===== config.mk =====
export PLATFORM = sky130hd
export DESIGN_NAME = song_sequencer
export DESIGN_NICKNAME = d
export VERILOG_FILES = /design/src/rtl/song_sequencer.sv
export SDC_FILE = /design/constraint.sdc
export NUM_CORES = 1
export LEC_CHECK = 0
export ABC_AREA = 1
export CAP_MARGIN = 20
export CORE_MARGIN = 10
export CORE_UTILIZATION = 35
export CTS_CLUSTER_SIZE = 30
export DETAILED_ROUTE_END_ITERATION = 12
export PLACE_DENSITY_LB_ADDON = 0.25
export SLEW_MARGIN = 20
export SYNTH_ARGS = -nofsm -noshare
export SYNTH_HDL_FRONTEND = slang
export SYNTH_SLANG_ARGS = --single-unit
export TNS_END_PERCENT = 20

===== constraint.sdc =====
create_clock -name clk -period 2.4 [get_ports clk]
set_input_delay 0.36 -clock clk [delete_from_list [all_inputs] [get_ports clk]]
set_output_delay 0.36 -clock clk [all_outputs]
set_load 0.01 [all_outputs]

===== src/rtl/song_sequencer.sv =====
// song_sequencer: steps through the sheet lookup one index at a time, holds
// each note for its programmed number of duration units and drives a square
// wave on the speaker pin. Start/stop come from game-event control.
module song_sequencer #(
   parameter int unsigned UNIT_CYCLES = 3_125_000, // clk cycles per duration unit, >= 2
   parameter int unsigned SONG_LEN    = 33         // sheet entries played, 1..1024
) (
   input  logic        clk,
   input  logic        reset,
   input  logic        start,
   input  logic        stop,
   input  logic        loop_en,
   output logic [9:0]  number,
   input  logic [19:0] note,
   input  logic [4:0]  duration,
   output logic        speaker,
   output logic        busy,
   output logic        done
);

   localparam int unsigned UW        = (UNIT_CYCLES > 1) ? $clog2(UNIT_CYCLES) : 1;
   localparam logic [UW-1:0] UNIT_LAST = UW'(UNIT_CYCLES - 1);
   localparam logic [9:0]    LAST_IDX  = 10'(SONG_LEN - 1);

   typedef enum logic [1:0] {
      IDLE = 2'd0,
      LOAD = 2'd1,
      PLAY = 2'd2,
      DONE = 2'd3
   } state_t;

   state_t          state_q, state_d;
   logic [9:0]      number_q, number_d;
   logic [19:0]     note_q, note_d;
   logic [4:0]      dur_q, dur_d;
   logic [UW-1:0]   unit_cnt_q, unit_cnt_d;
   logic [4:0]      units_done_q, units_done_d;
   logic [18:0]     tone_cnt_q, tone_cnt_d;
   logic            speaker_q, speaker_d;

   logic            unit_wrap;
   logic            note_end;
   logic            last_idx;
   logic            is_tone;
   logic [18:0]     half;
   logic [18:0]     tone_last;

   // Per-note timing and tone decode shared by the FSM and the datapath.
   assign unit_wrap = (state_q == PLAY) && (unit_cnt_q == UNIT_LAST);
   assign note_end  = unit_wrap && ((units_done_q + 5'd1) == dur_q);
   assign last_idx  = (number_q == LAST_IDX);
   assign is_tone   = (note_q > 20'd1);
   assign half      = note_q[19:1];
   assign tone_last = half - 19'd1;

   // State register.
   always_ff @(posedge clk) begin
      // NOTE: clocked state uses non-blocking (<=) so every register updates
      // from pre-edge values; blocking (=) would create order-dependent races.
      if (reset) state_q <= IDLE;
      else       state_q <= state_d;
   end

   // Next-state logic; stop overrides everything, including start.
   always_comb begin
      // NOTE: assigning a default before the case keeps every path driven,
      // so no latch is inferred for a branch that forgets the signal.
      state_d = state_q;
      if (stop) begin
         state_d = IDLE;
      end else begin
         unique case (state_q)
            IDLE: if (start) state_d = LOAD;
            LOAD: state_d = PLAY;
            PLAY: if (note_end) state_d = (last_idx && !loop_en) ? DONE : LOAD;
            DONE: state_d = IDLE;
            default: state_d = IDLE;
         endcase
      end
   end

   // Status outputs decoded straight from the state register.
   always_comb begin
      busy = (state_q == LOAD) || (state_q == PLAY);
      done = (state_q == DONE);
   end

   // Datapath next values: sheet latch, unit/tone counters, index and speaker.
   always_comb begin
      number_d     = number_q;
      note_d       = note_q;
      dur_d        = dur_q;
      unit_cnt_d   = unit_cnt_q;
      units_done_d = units_done_q;
      tone_cnt_d   = tone_cnt_q;

      unique case (state_q)
         IDLE: number_d = 10'd0;
         LOAD: begin
            note_d       = note;
            dur_d        = (duration == 5'd0) ? 5'd1 : duration;
            unit_cnt_d   = '0;
            units_done_d = 5'd0;
            tone_cnt_d   = 19'd0;
         end
         PLAY: begin
            if (unit_wrap) begin
               unit_cnt_d   = '0;
               units_done_d = units_done_q + 5'd1;
            end else begin
               unit_cnt_d   = unit_cnt_q + UW'(1);
            end
            if (!is_tone)                    tone_cnt_d = 19'd0;
            else if (tone_cnt_q == tone_last) tone_cnt_d = 19'd0;
            else                             tone_cnt_d = tone_cnt_q + 19'd1;
            // Wrapping back to index 0 covers both the loop and the finish case.
            if (note_end) number_d = last_idx ? 10'd0 : number_q + 10'd1;
         end
         DONE: number_d = 10'd0;
         default: number_d = 10'd0;
      endcase

      if (stop) number_d = 10'd0;

      // Speaker only runs while staying in PLAY; any exit forces it low.
      if ((state_q == PLAY) && (state_d == PLAY) && is_tone && (tone_cnt_q == tone_last))
         speaker_d = ~speaker_q;
      else if ((state_q == PLAY) && (state_d == PLAY))
         speaker_d = speaker_q;
      else
         speaker_d = 1'b0;
   end

   // Datapath registers.
   always_ff @(posedge clk) begin
      if (reset) begin
         number_q     <= 10'd0;
         note_q       <= 20'd0;
         dur_q        <= 5'd0;
         unit_cnt_q   <= '0;
         units_done_q <= 5'd0;
         tone_cnt_q   <= 19'd0;
         speaker_q    <= 1'b0;
      end else begin
         number_q     <= number_d;
         note_q       <= note_d;
         dur_q        <= dur_d;
         unit_cnt_q   <= unit_cnt_d;
         units_done_q <= units_done_d;
         tone_cnt_q   <= tone_cnt_d;
         speaker_q    <= speaker_d;
      end
   end

   assign number  = number_q;
   assign speaker = speaker_q;

endmodule


==> impl_metrics.env <==
export IMPL_wl_met3_um=659
export IMPL_cts_tree="built"
export IMPL_min_delay_start="unit_cnt_q[17]$_SDFFE_PP0P_"
export IMPL_port_buffers=41
export IMPL_path_clk_slew_ns=0.06
export IMPL_slew_viol_final=0
export IMPL_final_common_cell="nand2_1"
export IMPL_cp_start_kind="register"
export IMPL_peakVddDrop_v=0.0003395
export IMPL_cts_hold_buf=0
export IMPL_synth_fp_nets=884
export IMPL_reg2reg_from="note_q[1]$_SDFFE_PP0P_"
export IMPL_clock_sinks=83
export IMPL_final_setup_tns_ns=0
export IMPL_antenna_found_initial=0
export IMPL_min_period_ns=2.237
export IMPL_max_slew_margin=0.6085
export IMPL_grt_pass1_vias=4938
export IMPL_post_cts_setup_buffer_count=0
export IMPL_status="completed"
export IMPL_pre_cts_ws_ns=0.2314
export IMPL_syn_to_final_growth_pct=16.84
export IMPL_cts_buffers=9
export IMPL_gr_total_overflow=0
export IMPL_setup_violations_final=0
export IMPL_die_height_um=144.5
export IMPL_fin_crit_sh=0.9320
export IMPL_cp_arrival_ns=1.88
export IMPL_endpoint_kind="output port"
export IMPL_synthSimpleGateAreaFrac=0.3955
export IMPL_cts_htree_levels=3
export IMPL_synth_cell_types=41
export IMPL_cp_required_ns=2.04
export IMPL_synth_compound_area_frac=0.1158
export IMPL_die_area_um2=20870
export IMPL_p_leak_nw=2.571
export IMPL_synth_area_um2=5423
export IMPL_yosys_warnings=0
export IMPL_powerDensity_nw_per_um2=554.1
export IMPL_top_layer="met4"
export IMPL_grt_pass1_wl_um=23530
export IMPL_grt_max_degree=31
export IMPL_hold_class="register to register"
export IMPL_finalHoldViolations=0
export IMPL_power_mw=3.511
export IMPL_ys_ff_latch=83
export IMPL_met2_length_um=5982
export IMPL_fmax_mhz=447.1
export IMPL_rsz0062_at_grt="false"
export IMPL_wirelength_um=13950
export IMPL_grt_total_usage=0.1402
export IMPL_dr_pass1_iters=4
export IMPL_synth_area_per_cell_um2=6.425
export IMPL_via_per_inst=4.727
export IMPL_num_io_pins=43
export IMPL_vias=5081
export IMPL_coreArea_um2=15200
export IMPL_synth_top_family_by_area="simple AND/OR/NAND/NOR gates"
export IMPL_routabilityCongestion=0.8608
export IMPL_cts_resized=0
export IMPL_cts_buffer_depth=2
export IMPL_ys_seq_area_frac=0.3064
export IMPL_drt_met1_wl_um=7129
export IMPL_crit_start="state_q[0]$_SDFF_PP0_"
export IMPL_critical_path_class="register to output port"
export IMPL_final_cell_mix="nand2_1 (216), nor2_1 (109), inv_1 (100), dfxtp_1 (83), a21oi_1 (47)"
export IMPL_setup_ws_ns=0.1632
export IMPL_ant_nets=0
export IMPL_worst_pin_slew_ns=0.5867
export IMPL_drive_gt1_frac=0.1048
export IMPL_antenna_cells=0
export IMPL_synth_xor_area_frac=0.05976
export IMPL_worst_path_max_fanout=7
export IMPL_avgRoutedWirePerCell_um=12.98
export IMPL_drtIter0Drc=263
export IMPL_fp_dieW_um=144.5
export IMPL_drc_errors=0
export IMPL_cts_root_buf="clkbuf_16"
export IMPL_muxShareOfSynthArea=0
export IMPL_synth_fa_ha_area_frac=0.02307
export IMPL_initial_core_util=0.3567
export IMPL_final_nets=922
export IMPL_clk_insertion_delay_late_ns=0.35
export IMPL_hpwlAfterDp_um=10870
export IMPL_syn_inst=844
export IMPL_drv_cap=0
export IMPL_fp_row_count=45
export IMPL_clock_skew_ns=0.007887
## report_power, final
group,internal (mW),switching [mW]
logic,0.245,0.423
registers,1.41,0.0383
clock network,0.829,0.567
total,2.48,1.03
## sequential cells by signal, summed over array words and instances (netlist names)
register,flops
unit_cnt_q,22
note_q,19
tone_cnt_q,19
number,10
dur_q,5
units_done_q,5
state_q,2
speaker,1
## synth_stat cells, drive strengths merged
library cell / n / area share
a211oi: 5 / 0.0069
a21oi: 57 / 0.060
a22oi: 1 / 0.0014
and2: 1 / 0.0012
buf: 9 / 0.013
clkbuf: 18 / 0.014
dfxtp: 83 / 0.31
ha: 10 / 0.023
inv: 105 / 0.073
nand2: 228 / 0.17
nand3: 57 / 0.064
nand3b: 3 / 0.0042
nand4: 18 / 0.021
nor2: 131 / 0.11
nor3: 30 / 0.029
nor3b: 1 / 0.0014
nor4: 1 / 0.0012
o211a: 1 / 0.0018
o21a: 3 / 0.0042
o21ai: 42 / 0.039
o22ai: 1 / 0.0012
o31ai: 1 / 0.0014
or2: 1 / 0.0012
xnor2: 12 / 0.019
xor2: 25 / 0.040
## cell families (layout without fill, tap and decap cells)
family / Yosys count / after routing
simple gates: 471 / 471
fa+ha+maj: 10 / 10
xor+xnor: 37 / 37
compound gates: 111 / 111
flops: 83 / 83
buf+inv: 132 / 175
## layer usage
metal / up-vias / GRT usage
met5: - / 0
met4: 0 / 0.03989
met3: 15 / 0.03706
met2: 63 / 0.2252
met1: 2249 / 0.1803
li1: 2754 / -
## per-stage QoR
| step | hold WS, ns | instance area [um2] | utilization | instances |
|---|---|---|---|---|
| 2_1_floorplan | 0.4480 | 5423 | - | 844 |
| 3_3_place_gp | 0.4676 | 6023 | 0.3962 | 1059 |
| 3_5_place_dp | 0.4731 | 6023 | 0.3962 | 1059 |
| 4_1_cts | 0.4834 | 6319 | 0.4156 | 1075 |
| 5_1_grt | 0.5216 | 6336 | 0.4168 | 1075 |
| 6_report | 0.4810 | 6336 | 0.4168 | 1075 |
## area by class of cell
cell class / count / area [um2]
Tap cell: 188 / 235.2
Inverter: 105 / 396.6
Clock inverter: 5 / 52.55
Clock buffer: 11 / 242.7
Sequential cell: 83 / 1662
Fill cell: 1611 / 8866
Multi-Input combinational cell: 629 / 3239
Timing Repair Buffer: 54 / 508.0
## path summary, 6_finish.rpt
kind	slack [ns]	depth (start not counted)	end
max	0.16	4	busy
max reg2reg	0.28	13	tone_cnt_q[3]$_SDFFE_PP0P_
min reg2reg	0.48	2	unit_cnt_q[17]$_SDFFE_PP0P_
min	0.48	2	unit_cnt_q[17]$_SDFFE_PP0P_
## worst max-delay path, stage by stage (launching register included)
cell             delay (ns)
dfxtp_1                0.38
inv_1                  0.12
ha_4                   0.31
buf_4                  0.16
clkdlybuf4s50_1        0.56
Power figures use the tool's default switching activity.
